[config.mk]
export PLATFORM = sky130hd
export DESIGN_NAME = pe_psum_accumulator
export DESIGN_NICKNAME = d
export VERILOG_FILES = /design/src/rtl/pe_psum_accumulator.sv
export SDC_FILE = /design/constraint.sdc
export NUM_CORES = 1
export LEC_CHECK = 0
export ABC_AREA = 1
export CAP_MARGIN = 10
export CORE_MARGIN = 2
export CORE_UTILIZATION = 50
export DETAILED_ROUTE_END_ITERATION = 10
export GPL_TIMING_DRIVEN = 0
export PLACE_DENSITY = 0.78
export SETUP_SLACK_MARGIN = 0.3
export SYNTH_ARGS = -nofsm -noshare
export SYNTH_HDL_FRONTEND = slang
export SYNTH_SLANG_ARGS = --single-unit
[constraint.sdc]
create_clock -name i_clk -period 2.1 [get_ports i_clk]
set_input_delay 0.42 -clock i_clk [delete_from_list [all_inputs] [get_ports i_clk]]
set_output_delay 0.42 -clock i_clk [all_outputs]
set_load 0.01 [all_outputs]
[src/rtl/pe_psum_accumulator.sv]
// pe_psum_accumulator
//  Accumulates the bit-brick PE's pre-shifted signed partial products into one
//  wide result per group (first/last framed beats). The finished result is held
//  on a valid/ready output port, and back-pressure is returned to the PE sequencer.
//
//  Handshake: a beat transfers on a cycle where i_in_valid & o_in_ready is high.
//  A result transfers on a cycle where o_out_valid & i_out_ready is high. A
//  producer must hold its payload stable until the transfer happens.
//
// Ports
//  i_clk, i_rst_n      clock, asynchronous active-low reset
//  i_clear             synchronous flush of partial and pending results
//  i_in_valid/o_in_ready, i_prod, i_first, i_last   partial-product input beat
//  o_out_valid/i_out_ready, o_sum, o_ovf, o_count   group result
//  o_state             current FSM state (0 idle, 1 accum, 2 hold), debug only
module pe_psum_accumulator #(
  parameter int IN_W   = 21,
  parameter int ACC_W  = 32,
  parameter bit SAT_EN = 1'b1
) (
  input  logic             i_clk,
  input  logic             i_rst_n,
  input  logic             i_clear,
  input  logic             i_in_valid,
  output logic             o_in_ready,
  input  logic [IN_W-1:0]  i_prod,
  input  logic             i_first,
  input  logic             i_last,
  output logic             o_out_valid,
  input  logic             i_out_ready,
  output logic [ACC_W-1:0] o_sum,
  output logic             o_ovf,
  output logic [7:0]       o_count,
  output logic [1:0]       o_state
);

  typedef enum logic [1:0] {
    S_IDLE  = 2'd0,
    S_ACCUM = 2'd1,
    S_HOLD  = 2'd2
  } state_t;

  localparam int EXT_W = ACC_W + 1 - IN_W;

  state_t           r_state;
  logic [ACC_W-1:0] r_acc;
  logic [7:0]       r_count;
  logic             r_ovf;

  state_t           w_next_state;
  logic [ACC_W-1:0] w_next_acc;
  logic [7:0]       w_next_count;
  logic             w_next_ovf;

  logic [ACC_W:0]   w_prod_ext;
  logic [ACC_W:0]   w_acc_ext;
  logic [ACC_W:0]   w_sum;
  logic             w_sum_ovf;
  logic [ACC_W-1:0] w_sum_fixed;
  logic [ACC_W-1:0] w_load;
  logic [7:0]       w_count_inc;
  logic             w_accept;

  // One guard bit above the accumulator: the top two bits of the sum disagree
  // exactly when the true result does not fit in ACC_W signed bits.
  assign w_prod_ext = {{EXT_W{i_prod[IN_W-1]}}, i_prod};
  assign w_acc_ext  = {r_acc[ACC_W-1], r_acc};
  assign w_sum      = w_acc_ext + w_prod_ext;
  assign w_sum_ovf  = w_sum[ACC_W] ^ w_sum[ACC_W-1];
  assign w_load     = w_prod_ext[ACC_W-1:0];

  // The guard bit carries the true sign, so it picks the clamp direction.
  always_comb begin
    w_sum_fixed = w_sum[ACC_W-1:0];
    if (w_sum_ovf && SAT_EN) begin
      w_sum_fixed = w_sum[ACC_W] ? {1'b1, {(ACC_W-1){1'b0}}}
                                 : {1'b0, {(ACC_W-1){1'b1}}};
    end
  end

  assign w_count_inc = (r_count == 8'hFF) ? r_count : r_count + 8'd1;

  assign o_out_valid = (r_state == S_HOLD);
  assign o_in_ready  = ~o_out_valid | i_out_ready;
  assign w_accept    = i_in_valid & o_in_ready;

  assign o_sum   = r_acc;
  assign o_ovf   = r_ovf;
  assign o_count = r_count;
  assign o_state = r_state;

  always_comb begin
    w_next_state = r_state;
    w_next_acc   = r_acc;
    w_next_count = r_count;
    w_next_ovf   = r_ovf;
    case (r_state)
      S_IDLE: begin
        if (w_accept) begin
          w_next_acc   = w_load;
          w_next_count = 8'd1;
          w_next_ovf   = 1'b0;
          w_next_state = i_last ? S_HOLD : S_ACCUM;
        end
      end
      S_ACCUM: begin
        if (w_accept) begin
          if (i_first) begin
            w_next_acc   = w_load;
            w_next_count = 8'd1;
            w_next_ovf   = 1'b0;
          end else begin
            w_next_acc   = w_sum_fixed;
            w_next_count = w_count_inc;
            w_next_ovf   = r_ovf | w_sum_ovf;
          end
          w_next_state = i_last ? S_HOLD : S_ACCUM;
        end
      end
      S_HOLD: begin
        // A beat arriving as the result drains opens the next group directly.
        if (i_out_ready) begin
          if (i_in_valid) begin
            w_next_acc   = w_load;
            w_next_count = 8'd1;
            w_next_ovf   = 1'b0;
            w_next_state = i_last ? S_HOLD : S_ACCUM;
          end else begin
            w_next_state = S_IDLE;
          end
        end
      end
      default: w_next_state = S_IDLE;
    endcase
  end

  always_ff @(posedge i_clk or negedge i_rst_n) begin
    if (!i_rst_n) begin
      r_state <= S_IDLE;
      r_acc   <= '0;
      r_count <= '0;
      r_ovf   <= 1'b0;
    end else if (i_clear) begin
      r_state <= S_IDLE;
      r_acc   <= '0;
      r_count <= '0;
      r_ovf   <= 1'b0;
    end else begin
      r_state <= w_next_state;
      r_acc   <= w_next_acc;
      r_count <= w_next_count;
      r_ovf   <= w_next_ovf;
    end
  end

endmodule

==> out/results.ini <==
[final_layout]
antennaDiodeCount = 0
multi_input_area_sq_um = 3794
areaGrowthSynthToFinish_pct = 42.59
regArea_sq_um = 1077
num-fill-cells = 724
final_net_count = 957
drive_above_1_share = 0.1998
stdcell_count = 1007

[pwr]
ir_drop_mv = 0.3945
clock_power_share = 0.208
p_int_mw = 2.094
p_sw_mw = 1.518
p_comb_frac = 0.530
power_frac_seq = 0.262
netSwitchingFraction = 0.4203
powerDensity_nw_per_um2 = 541.9
p_leak_nw = 3.472

[clock_tree]
clk_path_buf_depth = 2
clk_latency_ps = 320
cts-root-buf = clkbuf_8
numCtsBuffers = 5
cts.sink_count = 43
cts_hold_buf = 0
htree_num_levels = 2
clkTransAtPathRegs_ps = 100
cts_tree = built

[logic_synthesis]
synth.avg_cell_area_sq_um = 5.940
syn_inst = 787
ys_seq_area_frac = 0.2302
netlist_top_cells_area = nand2_1, dfrtp_1, ha_1, inv_1, nand3_1
synth.top_cell.area_share = 0.2923
synth_top_area_cell = nand2_1
ys_types = 35
synthesis.nets = 849
yosys_warnings = 0
ys_ff_latch = 43
syn-cell-area_sq_um = 4674

[setup_path]
start_kind = flop
crit_fanout = 10
r2r_start = o_sum[0]
critPathCaptureType = flop
crit_type = flop to flop
startpoint = o_sum[0]
required_ps = 2350
cp.arrival_ps = 2850

[grt]
grt_usage = 0.3183
antenna_found_initial = 0
grt_max_degree = 26
grt_pass1_wl_mm = 25.47
grt.overflow.total = 0
grt_pass1_vias = 5190

[timing]
worst_pin_slew_ps = 651.2
fin_skew_ps = 11.64
maxSlewViolCount = 0
setup_viol = 33
fin_ws_ps = -497.3
fmax_mhz = 385.0
hold_ws_ps = 77.11
fin_crit_ps = 2597
timing.final.crit_share = 1.237
finalHoldViolations = 0
max-slew-margin-rel = 0.5658
grt_setup_unrepaired = true

[detailed_routing]
post_drt_wl_per_cell_microns = 17.48
drtIter0Drc = 653
routed_wl_mm = 17.60
vias = 5675
dr.pass1.iters = 6
viasPerCell = 5.636
drc = 0
drtAntennaViolNets = 0

[floorplan]
start_util = 0.5107
dieArea_sq_um = 10140
die_w_microns = 100.7
io_pins = 73
core_area_sq_um = 9153
die_height_microns = 100.7
rows = 35

[place]
gp_congestion = 0.9576
dpl_worst_slack_ps = -1372
detailed_place_hpwl_mm = 11.64
post-place-cells = 971
port_buffers = 72

[outcome]
violations = setup timing
status = finished with violations

[flow_run]
max_cap_viol_count = 0

[worst_hold_path]
hp-class = input pin to async pin

cells by family (layout without fill, tap and decap cells):
group,after synthesis,after routing,synth area share
adder cells (fa/ha/maj),34,34,0.09261
flip-flops,43,43,0.2302
XOR/XNOR,18,18,0.03373
buffers and inverters,107,216,0.09529
AND/OR/NAND/NOR,513,513,0.4534
AO/OA/AOI/OAI,72,72,0.09476
Yosys cell counts:
cell type,n
inv_2,5
nor2_1,59
nand3_1,45
nor3_1,8
a21o_1,1
o211ai_1,1
nor4_1,1
dfrtp_1,43
nand3b_1,3
and2_1,3
o21ai_0,14
o21ai_1,5
a21oi_4,3
clkbuf_1,5
a32o_1,1
xor2_1,7
a21oi_1,33
buf_4,2
nor2_2,2
xnor2_1,11
fa_1,1
a211oi_1,1
buf_2,5
buf_6,4
nand2_2,15
o21bai_1,8
ha_1,33
nor3b_1,1
a21oi_2,3
nand2_4,4
nor2_4,2
nand4_1,6
o21a_1,2
nand2_1,364
inv_1,86
power groups by stage:
| stage | Combinational (mW) | Clock, mW | Sequential (mW) |
|---|---|---|---|
| 2_1_floorplan | 0.907 | 0 | 0.963 |
| 3_3_place_gp | 1.35 | 0 | 0.946 |
| 3_5_place_dp | 1.38 | 0 | 0.949 |
| 4_1_cts | 1.63 | 0.755 | 0.940 |
| 5_1_grt | 2.05 | 0.785 | 0.950 |
| 6_report | 1.91 | 0.752 | 0.946 |
sequential cells by signal, indices dropped and copies added, names as in the netlist:
name and flops:
o_count 8, o_ovf 1, o_state 2, o_sum 32
final cells by class:
class	count	area share
multi-input cells	637	0.5692
repair buffers	101	0.1567
flip-flops and latches	43	0.1616
inverters	91	0.05200
clock buffers	6	0.01239
plain buffers	16	0.02140
clock inverters	2	0.005819
well taps	111	0.02084
path summary, 6_finish.rpt:
path / end / slack, ps / cells past startpoint
max in group asynchronous: o_sum[19] / 1480 / 2
max reg2reg: o_sum[12] / -500 / 18
min reg2reg: o_sum[28] / 530 / 2
max: o_sum[12] / -500 / 18
min: o_sum[2] / 80 / 1
min in group i_clk: o_sum[28] / 530 / 2
critical path, cell delays in order, from the launching register on:
cell and delay [ps]:
dfrtp_1 400, ha_2 210, fa_2 370, nand2_2 90
nand2_2 80, nand3_2 90, nand2_2 70, nand2_2 80
nand2_4 80, nand2_4 110, nand2_4 60, nand2_4 90
nand2_8 90, a21oi_4 210, buf_6 180, nand2_1 80
nand2_1 90, nand2_1 70, nand2_1 90
timing repair:
action                                  4_1_cts  5_1_grt
setup buffers                                17        6
pin swaps                                    15       25
resized for setup                           101       71
endpoints found under the setup margin       43       47
endpoints found under the hold margin         0        0
gates cloned                                  1        4
per-stage QoR:
step | util | setup TNS, ps | power (mW) | instance area (sq um)
after floorplan | - | -5465 | 1.870 | 4692
after global placement | 0.6066 | -72670 | 2.294 | 5552
after detailed placement | 0.6082 | -44010 | 2.327 | 5567
after CTS | 0.6850 | -10580 | 3.323 | 6270
after global routing | 0.7282 | -16380 | 3.789 | 6665
final | 0.7282 | -12850 | 3.612 | 6665
placed cells by master (no fill, tap or decap), types with 8 or more instances in the layout:
cell,Yosys,final
inv_1,86,84
buf_4,2,20
o21ai_0,14,9
a21oi_1,33,21
a21oi_2,3,14
nor2_2,2,9
nor2_1,59,49
o21bai_1,8,8
ha_4,0,21
nand2_2,15,26
nand2_1,364,340
dfrtp_1,43,42
dlygate4sd2_1,0,22
clkdlybuf4s50_1,0,44
nand3_1,45,37
nand2_4,4,13
xnor2_1,11,11
layer usage:
layer | GRT usage | up-vias | part of all wire
met3 | 0.04022 | 78 | 0.086
li1 | - | 2680 | -
met2 | 0.5195 | 323 | 0.46
met5 | 0 | - | 0
met1 | 0.4324 | 2594 | 0.42
met4 | 0.1128 | 0 | 0.039
No activity file was read; power rests on OpenSTA's default activity.
==> variant, RTL diff (config.mk and constraints unchanged) <==
Make the reset (`i_rst_n`) synchronous in one clocked block. Comments in the files are not updated.
--- a/src/rtl/pe_psum_accumulator.sv
+++ b/src/rtl/pe_psum_accumulator.sv
@@ -134,7 +134,7 @@
     endcase
   end
 
-  always_ff @(posedge i_clk or negedge i_rst_n) begin
+  always_ff @(posedge i_clk) begin
     if (!i_rst_n) begin
       r_state <= S_IDLE;
       r_acc   <= '0;
Behaviour: differs if i_rst_n is asserted again (counterexample within 4 cycles, from zero or initial values and one cycle with i_rst_n low); with i_rst_n held inactive, the same outputs for 4 cycles.
==> variant against the unedited design <==
The run still ends with negative setup slack left; sequential cell count is the same; highest routed layer unchanged; fmax is 6.0% higher; final area decreased by 6.1%; largest cell class unchanged; total power down 30%; synthesized area is 9.7% lower; setup slack improved by 0.15 ns; wire length decreased by 17%; global-route usage is 1.8 points lower; count of clock-buffer cells in the layout is 1 lower.
==> variant: results (changes against the unedited design) <==
| Result | Reported | Unit | Delta |
|---|---|---|---|
| Cell with the largest stage delay on the worst path | sky130_fd_sc_hd__dfxtp_2 | - |  |
| Clock Latency Late Sink | 0.31 | ns |  |
| Number of DRC violations after detailed-routing iteration 0 | 354 | - | -46% |
| Arrival time of the worst setup path | 2.67 | ns | -0.18 ns |
| Initial antenna violation count | 0 | - | unchanged |
| Pin count of the biggest net entering global routing | 16 | - | -38% |
| Switching power as a share of total power | 0.3940 | - | -0.02626 |
| Count of antenna diodes in the layout | 0 | - | unchanged |
| Number of global-route vias before repair | 4623 | - | -11% |
| First-pass GRT wire length | 21620 | um | -15% |
| Root buffer cell | sky130_fd_sc_hd__clkbuf_8 | - |  |
| Number of buffers added by the clock tree synthesis step | 5 | - | unchanged |
| Cell accounting for the most synthesized area | sky130_fd_sc_hd__dfxtp_1 | - |  |
| DR vias | 4894 | - | -14% |
| Most frequent cells after synthesis | sky130_fd_sc_hd__nand2_1, sky130_fd_sc_hd__inv_1, sky130_fd_sc_hd__nor2_1 | - |  |
| Yosys cell types | 42 | - | +20% |
| CTS HTree Levels | 2 | - | unchanged |
| Total of buffers placed on input and output ports | 72 | - | unchanged |
| Layout filler cell count | 614 | - | -15% |
| Worst slack at placement | -1.297 | ns | +0.07540 ns |
| Half-perimeter wire length after detailed placement | 9723 | um | -16% |
| Global routing usage summed across all routing layers | 0.3000 | - | -0.01830 |
| Worst-path clk slew | 0.10 | ns | about the same |
| Post-detailed-route wirelength per cell | 16.46 | um | -5.9% |
| Largest vdd supply drop | 0.2624 | mV | -33% |
| Syn_nets | 730 | - | -14% |
| Setup tns final | -9.549 | ns | +3.297 ns |
| Hold crit path type | register to register | - |  |
| Stage delay of the slowest cell on the critical path | 0.36 | ns | -0.04 ns |
| Post-synth ARST share | 0 | - | -1.000 |
| Final weighted congestion in routability-driven placement | 0.9167 | - | -4.3% |
| Flip-flop count of the largest register after layout | 32 | - | unchanged |
| Crit path setup slack, layout | -0.3508 | ns | +0.1465 ns |
| Clock skew after layout | 0.01049 | ns | -0.001151 ns |
| Sequential share of the synthesized area | 0.2040 | - | -0.02616 |
| Number of flops mapped to enable cells by yosys | 0 | - | unchanged |
| Yosys Warn Count | 0 | - | unchanged |
| Violations in the final reports | negative setup slack | - |  |
| 1st-pass router iterations | 6 | - | unchanged |
| Status | finished, violations left | - |  |
| Largest driver fanout on the critical path | 6 | - | -4 |
| Leak Pwr | 2.752 | nW | -21% |
| Buffers from clock root to sink, at most | 2 | - | unchanged |
| Net count reported at finish | 839 | - | -12% |
| Setup violation total in the final timing report | 32 | - | -3.0% |
| Layout cell share with drive strength beyond 1 | 0.2866 | - | +0.08686 |
| Main area contributors after synthesis | sky130_fd_sc_hd__dfxtp_1, sky130_fd_sc_hd__nand2_1, sky130_fd_sc_hd__ha_1 | - |  |
| Slew at the pin closest to its max-slew limit | 0.6589 | ns | +0.007620 ns |
## variant: power by group through the flow
stage	clock network [W]	logic (W)	registers, W
after floorplan	0	0.000518	0.000899
after global placement	0	0.000766	0.000887
after detailed placement	0	0.000778	0.000889
after CTS	0.000599	0.000885	0.000878
after global routing	0.000633	0.00112	0.000884
final	0.000592	0.00104	0.000880
## variant: worst max-delay path, delay by kind of cell (launching register included)
family | cells | cell delay (ns)
flops | 1 | 0.36
buf+inv | 3 | 0.28
compound gates | 2 | 0.27
fa+ha+maj | 2 | 0.53
simple gates | 11 | 0.91
## variant: layout make-up
type / count / area (um2) / share of cell area
clock buffer: 5 / 68.82 / 0.01100
multi-input combinational: 533 / 3687 / 0.5892
tap: 105 / 131.4 / 0.02099
inverter: 78 / 312.8 / 0.04998
buffer: 14 / 122.6 / 0.01959
clock inverter: 3 / 25.02 / 0.003998
sequential: 43 / 867.1 / 0.1385
timing repair buffer: 102 / 1044 / 0.1667
## variant: what timing repair did
item	in CTS	in global routing
gates cloned	1	2
setup endpoints to repair	41	39
resized for setup	86	89
hold buffers	0	0
buffers inserted	16	11
pin swaps	20	29
## variant: logic make-up after synthesis
group | synth area share
AOI/OAI and AO/OA | 0.1925
xor gates and xnor gates | 0.05190
adders and majority gates | 0.1026
buffers and inverters | 0.09490
DFF | 0.2040
and+or+nand+nor | 0.3541
## variant: metal layers
layer  global-route usage  share of wire  vias up
met2               0.5198           0.50      210
met5                    0              0        -
met1               0.3788           0.41     2258
met3              0.04307          0.063       40
li1                     -              -     2386
met4               0.1048          0.031        0
## variant: per-stage QoR
| stage | cell area, um2 | instances |
|---|---|---|
| 4_1_cts | 5751 | 870 |
| 3_3_place_gp | 5099 | 845 |
| 3_5_place_dp | 5099 | 845 |
| 2_1_floorplan | 4247 | 668 |
| 6_report | 6259 | 883 |
| 5_1_grt | 6259 | 883 |
## variant: worst paths after layout
path	from	end	slack (ns)	depth (start not counted)
setup / recovery	o_sum[0]	o_sum[7]	-0.35	18
hold / removal	o_count[0]	o_count[0]	0.49	1
setup reg to reg	o_sum[0]	o_sum[7]	-0.35	18
hold reg to reg	o_count[0]	o_count[0]	0.49	1
